--- config.mk ---
export PLATFORM = sky130hd
export DESIGN_NAME = sprite_compositor_flat
export DESIGN_NICKNAME = d
export VERILOG_FILES = /design/src/rtl/sprite_compositor_if.sv /design/src/rtl/sprite_compositor.sv /design/src/flat_wrapper.sv
export SDC_FILE = /design/constraint.sdc
export NUM_CORES = 1
export LEC_CHECK = 0
export CAP_MARGIN = 10
export CORE_ASPECT_RATIO = 2
export CORE_MARGIN = 2
export CORE_UTILIZATION = 42
export DETAILED_ROUTE_END_ITERATION = 8
export PLACE_DENSITY = 0.69
export SLEW_MARGIN = 20
export SYNTH_ARGS = -nofsm -noshare
export SYNTH_HDL_FRONTEND = slang
export SYNTH_SLANG_ARGS = --single-unit
--- constraint.sdc ---
create_clock -name clk -period 7.9 [get_ports clk]
set_input_delay 1.58 -clock clk [delete_from_list [all_inputs] [get_ports clk]]
set_output_delay 1.58 -clock clk [all_outputs]
set_load 0.05 [all_outputs]
--- src/rtl/sprite_compositor_if.sv ---
// Sprite compositor bus: descriptor writes, pixel coordinate stream,
// sprite memory read port and colour output.
// master = the side that drives pixels/writes and serves memory reads,
// slave  = the compositor itself.
interface sprite_compositor_if #(
  parameter int X_W     = 10,
  parameter int Y_W     = 9,
  parameter int COLOR_W = 9,
  parameter int ADDR_W  = 14
);
  logic               wr_en;
  logic [31:0]        dataA;
  logic [31:0]        dataB;
  logic               wr_err;
  logic               frame_start;
  logic               pix_valid;
  logic [X_W-1:0]     pixel_x;
  logic [Y_W-1:0]     pixel_y;
  logic               active_area;
  logic [ADDR_W-1:0]  mem_addr;
  logic               mem_rd;
  logic [COLOR_W-1:0] mem_rdata;
  logic [COLOR_W-1:0] color_out;
  logic               color_valid;

  modport master (
    output wr_en, dataA, dataB, frame_start, pix_valid, pixel_x, pixel_y,
           active_area, mem_rdata,
    input  wr_err, mem_addr, mem_rd, color_out, color_valid
  );

  modport slave (
    input  wr_en, dataA, dataB, frame_start, pix_valid, pixel_x, pixel_y,
           active_area, mem_rdata,
    output wr_err, mem_addr, mem_rd, color_out, color_valid
  );
endinterface

--- src/rtl/sprite_compositor.sv ---
// N-slot sprite compositor: per-pixel hit test against the active
// descriptor bank, sprite memory address generation, colour select.
// Three pipeline stages, one pixel per cycle, fixed 3-cycle latency.
// Optional feature: SPRITE_DOUBLE_BUFFER_EN adds a shadow bank that is
// committed to the active bank on frame_start.
module sprite_compositor #(
  parameter int N_SPRITES = 8,
  parameter int X_W       = 10,
  parameter int Y_W       = 9,
  parameter int ID_W      = 5,
  parameter int SPR_DIM   = 20,
  parameter int COLOR_W   = 9,
  parameter int ADDR_W    = 14,
  parameter logic [COLOR_W-1:0] TRANSPARENT = 9'h1FF
) (
  input logic clk,
  input logic reset,
  sprite_compositor_if.slave bus
);

  localparam int XE_W = X_W + 1;
  localparam int YE_W = Y_W + 1;
  localparam logic [7:0] BG_IDX = 8'(N_SPRITES);

  typedef struct packed {
    logic            en;
    logic [X_W-1:0]  x;
    logic [Y_W-1:0]  y;
    logic [ID_W-1:0] id;
  } slot_t;

  slot_t              act_q [N_SPRITES];
  slot_t              act_d [N_SPRITES];
  logic [COLOR_W-1:0] bg_q, bg_d;
`ifdef SPRITE_DOUBLE_BUFFER_EN
  slot_t              shd_q [N_SPRITES];
  slot_t              shd_d [N_SPRITES];
  logic [COLOR_W-1:0] shd_bg_q, shd_bg_d;
`endif

  logic [7:0] wr_idx;
  slot_t      wr_slot;
  logic       wr_err_q, wr_err_d;

  logic [N_SPRITES-1:0] slot_hit;
  logic                 win_hit;
  logic [ID_W-1:0]      win_id;
  logic [X_W-1:0]       win_dx;
  logic [Y_W-1:0]       win_dy;

  logic               s1_valid_q, s1_valid_d, s1_hit_q, s1_hit_d;
  logic               s1_active_q, s1_active_d;
  logic [ID_W-1:0]    s1_id_q, s1_id_d;
  logic [X_W-1:0]     s1_dx_q, s1_dx_d;
  logic [Y_W-1:0]     s1_dy_q, s1_dy_d;
  logic [COLOR_W-1:0] s1_bg_q, s1_bg_d;
  logic               s2_valid_q, s2_valid_d, s2_hit_q, s2_hit_d;
  logic               s2_active_q, s2_active_d;
  logic [COLOR_W-1:0] s2_bg_q, s2_bg_d;
  logic [ADDR_W-1:0]  mem_addr_q, mem_addr_d;
  logic               mem_rd_q, mem_rd_d;
  logic [COLOR_W-1:0] color_out_q, color_out_d;
  logic               color_valid_q, color_valid_d;

  assign wr_idx  = bus.dataA[7:0];
  assign wr_slot = {bus.dataB[31], bus.dataB[ID_W+Y_W +: X_W],
                    bus.dataB[ID_W +: Y_W], bus.dataB[ID_W-1:0]};

  // Descriptor writes into the written bank; optional commit on frame_start
  // that already includes a write landing in the same cycle.
  always_comb begin
    act_d    = act_q;
    bg_d     = bg_q;
    wr_err_d = bus.wr_en && (wr_idx > BG_IDX);
`ifdef SPRITE_DOUBLE_BUFFER_EN
    shd_d    = shd_q;
    shd_bg_d = shd_bg_q;
    if (bus.wr_en) begin
      for (int i = 0; i < N_SPRITES; i++)
        if (wr_idx == 8'(i)) shd_d[i] = wr_slot;
      if (wr_idx == BG_IDX) shd_bg_d = bus.dataB[COLOR_W-1:0];
    end
    if (bus.frame_start) begin
      act_d = shd_d;
      bg_d  = shd_bg_d;
    end
`else
    if (bus.wr_en) begin
      for (int i = 0; i < N_SPRITES; i++)
        if (wr_idx == 8'(i)) act_d[i] = wr_slot;
      if (wr_idx == BG_IDX) bg_d = bus.dataB[COLOR_W-1:0];
    end
`endif
  end

  // Per-slot hit test in widened arithmetic so edge sprites clip, not wrap.
  always_comb begin
    slot_hit = '0;
    for (int i = 0; i < N_SPRITES; i++) begin
      slot_hit[i] = act_q[i].en
        && ({1'b0, bus.pixel_x} >= {1'b0, act_q[i].x})
        && ({1'b0, bus.pixel_x} < ({1'b0, act_q[i].x} + XE_W'(SPR_DIM)))
        && ({1'b0, bus.pixel_y} >= {1'b0, act_q[i].y})
        && ({1'b0, bus.pixel_y} < ({1'b0, act_q[i].y} + YE_W'(SPR_DIM)));
    end
  end

  // Priority select: scan high to low so the lowest hitting slot wins.
  always_comb begin
    win_hit = 1'b0;
    win_id  = '0;
    win_dx  = '0;
    win_dy  = '0;
    for (int i = N_SPRITES - 1; i >= 0; i--) begin
      if (slot_hit[i]) begin
        win_hit = 1'b1;
        win_id  = act_q[i].id;
        win_dx  = bus.pixel_x - act_q[i].x;
        win_dy  = bus.pixel_y - act_q[i].y;
      end
    end
  end

  // Pipeline next-state: S1 hit/offsets, S2 memory address, S3 colour.
  always_comb begin
    s1_valid_d  = bus.pix_valid;
    s1_hit_d    = win_hit;
    s1_active_d = bus.active_area;
    s1_id_d     = win_id;
    s1_dx_d     = win_dx;
    s1_dy_d     = win_dy;
    s1_bg_d     = bg_q;

    s2_valid_d  = s1_valid_q;
    s2_hit_d    = s1_hit_q;
    s2_active_d = s1_active_q;
    s2_bg_d     = s1_bg_q;
    mem_rd_d    = s1_valid_q && s1_hit_q && s1_active_q;
    mem_addr_d  = mem_addr_q;
    if (s1_valid_q)
      mem_addr_d = ADDR_W'(s1_id_q) * ADDR_W'(SPR_DIM * SPR_DIM)
                 + ADDR_W'(s1_dy_q) * ADDR_W'(SPR_DIM)
                 + ADDR_W'(s1_dx_q);

    color_valid_d = s2_valid_q;
    color_out_d   = color_out_q;
    if (s2_valid_q) begin
      if (!s2_active_q)
        color_out_d = '0;
      else if (!s2_hit_q || bus.mem_rdata == TRANSPARENT)
        color_out_d = s2_bg_q;
      else
        color_out_d = bus.mem_rdata;
    end
  end

  // State registers; reset clears the banks and flushes in-flight pixels.
  always_ff @(posedge clk) begin
    if (!reset) begin
      for (int i = 0; i < N_SPRITES; i++) act_q[i] <= '0;
      bg_q <= '0;
`ifdef SPRITE_DOUBLE_BUFFER_EN
      for (int i = 0; i < N_SPRITES; i++) shd_q[i] <= '0;
      shd_bg_q <= '0;
`endif
      wr_err_q      <= 1'b0;
      s1_valid_q    <= 1'b0;
      s1_hit_q      <= 1'b0;
      s1_active_q   <= 1'b0;
      s1_id_q       <= '0;
      s1_dx_q       <= '0;
      s1_dy_q       <= '0;
      s1_bg_q       <= '0;
      s2_valid_q    <= 1'b0;
      s2_hit_q      <= 1'b0;
      s2_active_q   <= 1'b0;
      s2_bg_q       <= '0;
      mem_addr_q    <= '0;
      mem_rd_q      <= 1'b0;
      color_out_q   <= '0;
      color_valid_q <= 1'b0;
    end else begin
      act_q <= act_d;
      bg_q  <= bg_d;
`ifdef SPRITE_DOUBLE_BUFFER_EN
      shd_q    <= shd_d;
      shd_bg_q <= shd_bg_d;
`endif
      wr_err_q      <= wr_err_d;
      s1_valid_q    <= s1_valid_d;
      s1_hit_q      <= s1_hit_d;
      s1_active_q   <= s1_active_d;
      s1_id_q       <= s1_id_d;
      s1_dx_q       <= s1_dx_d;
      s1_dy_q       <= s1_dy_d;
      s1_bg_q       <= s1_bg_d;
      s2_valid_q    <= s2_valid_d;
      s2_hit_q      <= s2_hit_d;
      s2_active_q   <= s2_active_d;
      s2_bg_q       <= s2_bg_d;
      mem_addr_q    <= mem_addr_d;
      mem_rd_q      <= mem_rd_d;
      color_out_q   <= color_out_d;
      color_valid_q <= color_valid_d;
    end
  end

  assign bus.wr_err      = wr_err_q;
  assign bus.mem_addr    = mem_addr_q;
  assign bus.mem_rd      = mem_rd_q;
  assign bus.color_out   = color_out_q;
  assign bus.color_valid = color_valid_q;

endmodule

--- src/flat_wrapper.sv ---
// flat-port wrapper written by rule: the top's interface ports become plain ports
module sprite_compositor_flat 
#(
  parameter int N_SPRITES = 8,
  parameter int X_W       = 10,
  parameter int Y_W       = 9,
  parameter int ID_W      = 5,
  parameter int SPR_DIM   = 20,
  parameter int COLOR_W   = 9,
  parameter int ADDR_W    = 14,
  parameter logic [COLOR_W-1:0] TRANSPARENT = 9'h1FF
)
  (clk, reset, bus_wr_en, bus_dataA, bus_dataB, bus_frame_start, bus_pix_valid, bus_pixel_x, bus_pixel_y, bus_active_area, bus_mem_rdata, bus_wr_err, bus_mem_addr, bus_mem_rd, bus_color_out, bus_color_valid);
  sprite_compositor_if #(.X_W(X_W), .Y_W(Y_W), .COLOR_W(COLOR_W), .ADDR_W(ADDR_W)) bus_i ();
  input logic clk;
  input logic reset;
  input wire logic [$bits(bus_i.wr_en)-1:0] bus_wr_en;
  input wire logic [$bits(bus_i.dataA)-1:0] bus_dataA;
  input wire logic [$bits(bus_i.dataB)-1:0] bus_dataB;
  input wire logic [$bits(bus_i.frame_start)-1:0] bus_frame_start;
  input wire logic [$bits(bus_i.pix_valid)-1:0] bus_pix_valid;
  input wire logic [$bits(bus_i.pixel_x)-1:0] bus_pixel_x;
  input wire logic [$bits(bus_i.pixel_y)-1:0] bus_pixel_y;
  input wire logic [$bits(bus_i.active_area)-1:0] bus_active_area;
  input wire logic [$bits(bus_i.mem_rdata)-1:0] bus_mem_rdata;
  output wire logic [$bits(bus_i.wr_err)-1:0] bus_wr_err;
  output wire logic [$bits(bus_i.mem_addr)-1:0] bus_mem_addr;
  output wire logic [$bits(bus_i.mem_rd)-1:0] bus_mem_rd;
  output wire logic [$bits(bus_i.color_out)-1:0] bus_color_out;
  output wire logic [$bits(bus_i.color_valid)-1:0] bus_color_valid;
  assign bus_i.wr_en = bus_wr_en;
  assign bus_i.dataA = bus_dataA;
  assign bus_i.dataB = bus_dataB;
  assign bus_i.frame_start = bus_frame_start;
  assign bus_i.pix_valid = bus_pix_valid;
  assign bus_i.pixel_x = bus_pixel_x;
  assign bus_i.pixel_y = bus_pixel_y;
  assign bus_i.active_area = bus_active_area;
  assign bus_i.mem_rdata = bus_mem_rdata;
  assign bus_wr_err = bus_i.wr_err;
  assign bus_mem_addr = bus_i.mem_addr;
  assign bus_mem_rd = bus_i.mem_rd;
  assign bus_color_out = bus_i.color_out;
  assign bus_color_valid = bus_i.color_valid;
  sprite_compositor #(.N_SPRITES(N_SPRITES), .X_W(X_W), .Y_W(Y_W), .ID_W(ID_W), .SPR_DIM(SPR_DIM), .COLOR_W(COLOR_W), .ADDR_W(ADDR_W), .TRANSPARENT(TRANSPARENT)) u_core (.clk(clk), .reset(reset), .bus(bus_i));
endmodule
==> flow_metrics.py <==
metrics = {
    "power_and_ir_drop": {
        "power.density_nw_per_um2": 137,
        "max-vdd-ir-drop_mv": 0.163,
        "p_leak_nw": 9.83,
    },
    "setup_path": {
        "worstPathArrival_ps": 6310,
        "cp.required_ps": 8380,
        "path_max_fanout": 15,
        "endpoint_kind": "register",
        "critPathLaunchType": "input pin",
        "crit_type": "in -> reg",
    },
    "floorplanning": {
        "dieArea_sq_um": 57200,
        "core_sq_um": 54500,
        "dieHeight_um": 336,
        "start_util_pct": 42.6,
        "io_pins": 124,
        "die-width_um": 170,
        "rows": 121,
    },
    "grt": {
        "antenna_found_initial": 0,
        "grt_max_degree": 156,
        "grt_overflow": 0,
        "grt_pass1_vias": 22400,
        "grt_pass1_wl_um": 125000,
        "track_usage_pct": 29.0,
    },
    "sta": {
        "setup_violations": 0,
        "slew_headroom_pct": 20.4,
        "slew_viol_final": 0,
        "finalClockSkew_ps": 17.9,
        "fin_tns_setup_ps": 0,
        "worst_pin_slew_ps": 1190,
        "fmaxAchievable_ghz": 0.172,
        "fin_crit_sh_pct": 73.8,
        "fin_crit_ps": 5830,
        "hold_violations": 0,
        "grt_setup_unrepaired": "false",
        "holdWs_ps": 430,
    },
    "clocking": {
        "cts_made_buffers": 29,
        "cts_tree": "yes",
        "cts_resized": 0,
        "cts.sink_count": 283,
        "holdBufCountCts": 0,
        "cts.clk_slew.worst_paths_ps": 70,
        "cts_root_buffer": "clkbuf_16",
        "htreeDepth": 1,
        "post_cts_buffers": 0,
        "clockBufferDepth": 3,
        "insertion_delay_ps": 610,
    },
    "detailed_routing": {
        "totalWireLength_um": 83400,
        "ant_nets": 0,
        "drtIter0Drc": 1273,
        "wl_per_cell_um": 22.4,
        "dr.pass1.iters": 6,
        "drc": 0,
        "drt-vias-per-instance": 5.95,
        "vias": 22200,
    },
    "synthesis": {
        "synth-seq-cells": 283,
        "synth_edf_count": 0,
        "yosysWarnings": 0,
        "synth_top_area_cell": "dfxtp_1",
        "async_flop_share_pct": 0,
        "netlist_top_cells_count": "494 x nand2_1, 365 x a21oi_1, 334 x ha_1",
        "avgSynthCellArea_sq_um": 7.78,
        "ys_types": 81,
        "synthFlopType": "dfxtp_1",
        "synth_nets": 3439,
        "synthCells": 2982,
        "synth.top_cell.area_share_pct": 24.4,
        "syn_area_sq_um": 23200,
        "synth.yosys.seq_area_share_pct": 24.4,
        "ys_top_cells_by_area": "dfxtp_1 24%, ha_1 18%, nand2_1 8.0%, a21oi_1 7.9%, xnor2_1 5.7%",
        "yosysMostFrequentCell": "nand2_1",
    },
    "layout": {
        "fin_nets": 3491,
        "fin_util_pct": 47.5,
        "fillCellCount": 5420,
        "areaGrowthSynthToFinish_pct": 11.6,
        "design_area_sq_um": 25900,
        "layout.cells.non_filler": 3733,
        "n_antenna_cell": 0,
        "drive_gt1_share_pct": 4.35,
    },
    "hold_path": {
        "min_path_type": "reg -> reg",
    },
    "place": {
        "place_hpwl_um": 63500,
        "dpl.cell_count": 3678,
        "place_congestion": 0.992,
        "placed_area_sq_um": 24800,
        "port_buffers": 91,
    },
    "job": {
        "max_cap_viol_count": 0,
    },
    "run_status": {
        "status": "finished clean",
    },
}
==> worst paths after layout <==
kind	slack [ps]	to	cells after the start	from
worst max-delay path	2070	u_core.s1_dy_q[3]	13	bus_pixel_x[0]
worst min-delay path	430	u_core.s2_bg_q[8]	1	u_core.s1_bg_q[8]
worst max register to register	3330	u_core.s1_dx_q[8]	14	u_core.act_q[16]
worst min register to register	430	u_core.s2_bg_q[8]	1	u_core.s1_bg_q[8]
==> where the power goes <==
part	total [mW]	internal, mW	switching (mW)
clock	1.55	0.874	0.672
sequential	1.43	1.43	0.00413
combinational	0.580	0.211	0.369
==> layer usage <==
metal  up-vias  part of all wire, %  global-route usage [%]
met4         0                   11                    26.5
met5         -                    0                       0
met3       359                  5.0                    3.13
met1     10500                   32                    26.8
met2       818                   51                    54.6
li1      10500                    -                       -
==> placed cells by master (no fill, tap or decap), drive strengths merged, types with 9 or more instances in the layout <==
| master | Yosys | layout |
|---|---|---|
| a22oi | 15 | 15 |
| o2111ai | 24 | 24 |
| nor3 | 72 | 72 |
| and2 | 28 | 28 |
| nor4 | 10 | 10 |
| a211oi | 17 | 17 |
| nand2b | 31 | 31 |
| xnor2 | 152 | 152 |
| mux2i | 27 | 27 |
| nor2 | 145 | 145 |
| xor2 | 57 | 57 |
| nand3b | 9 | 9 |
| nand4 | 36 | 36 |
| buf | 22 | 51 |
| or3 | 9 | 9 |
| nor3b | 11 | 11 |
| a211o | 9 | 9 |
| o211ai | 19 | 19 |
| o21a | 38 | 38 |
| a21oi | 366 | 366 |
| o221ai | 15 | 15 |
| fa | 25 | 25 |
| inv | 221 | 225 |
| o311ai | 11 | 11 |
| o21bai | 12 | 12 |
| nor2b | 43 | 43 |
| dfxtp | 283 | 283 |
| a21o | 48 | 48 |
| ha | 334 | 334 |
| clkdlybuf4s50 | 0 | 91 |
| clkbuf | 99 | 37 |
| a31oi | 14 | 14 |
| o21ai | 129 | 129 |
| nand2 | 494 | 494 |
| a221oi | 14 | 14 |
| nand3 | 34 | 34 |
==> metrics by stage <==
stage	worst slack (ps)	power, mW
after floorplan	3550	1.80
after global placement	1670	2.03
after detailed placement	1600	2.03
after CTS	2240	3.57
after global routing	1990	3.66
final	2070	3.56
==> sequential cells by signal, summed over array words and instances, names as in the netlist, 5 cells and up <==
signal and count:
u_core.act_q 200, u_core.bus.mem_addr 14, u_core.s1_dx_q 10, u_core.bg_q 9
u_core.bus.color_out 9, u_core.s1_bg_q 9, u_core.s1_dy_q 9, u_core.s2_bg_q 9
u_core.s1_id_q 5
==> layout make-up <==
class	count	area (sq um)	share of cell area, %
sequential	283	5670	21.9
clock inverter	17	236	0.914
inverter	222	841	3.25
multi-input combinational	2356	16200	62.6
clock buffer	37	786	3.04
timing repair buffer	142	1310	5.05
tap	676	846	3.27
==> worst max-delay path, cell delays in order <==
cell,delay (ps)
clkdlybuf4s50_1,560
inv_1,260
ha_1,330
fa_1,390
nand2b_1,210
a21oi_1,320
a41oi_1,90
o21ai_0,760
o2111a_1,340
nand2_1,380
nand3_1,490
a211oi_1,70
or4_1,520
==> cells by family after synthesis <==
kind of cell / share of synthesized area [%]
buffers and inverters: 5.85
DFF: 24.4
and+or+nand+nor: 18.7
adders and majority gates: 20.2
muxes: 1.17
xor gates and xnor gates: 7.89
AOI/OAI and AO/OA: 21.7
Power figures use the tool's default switching activity.
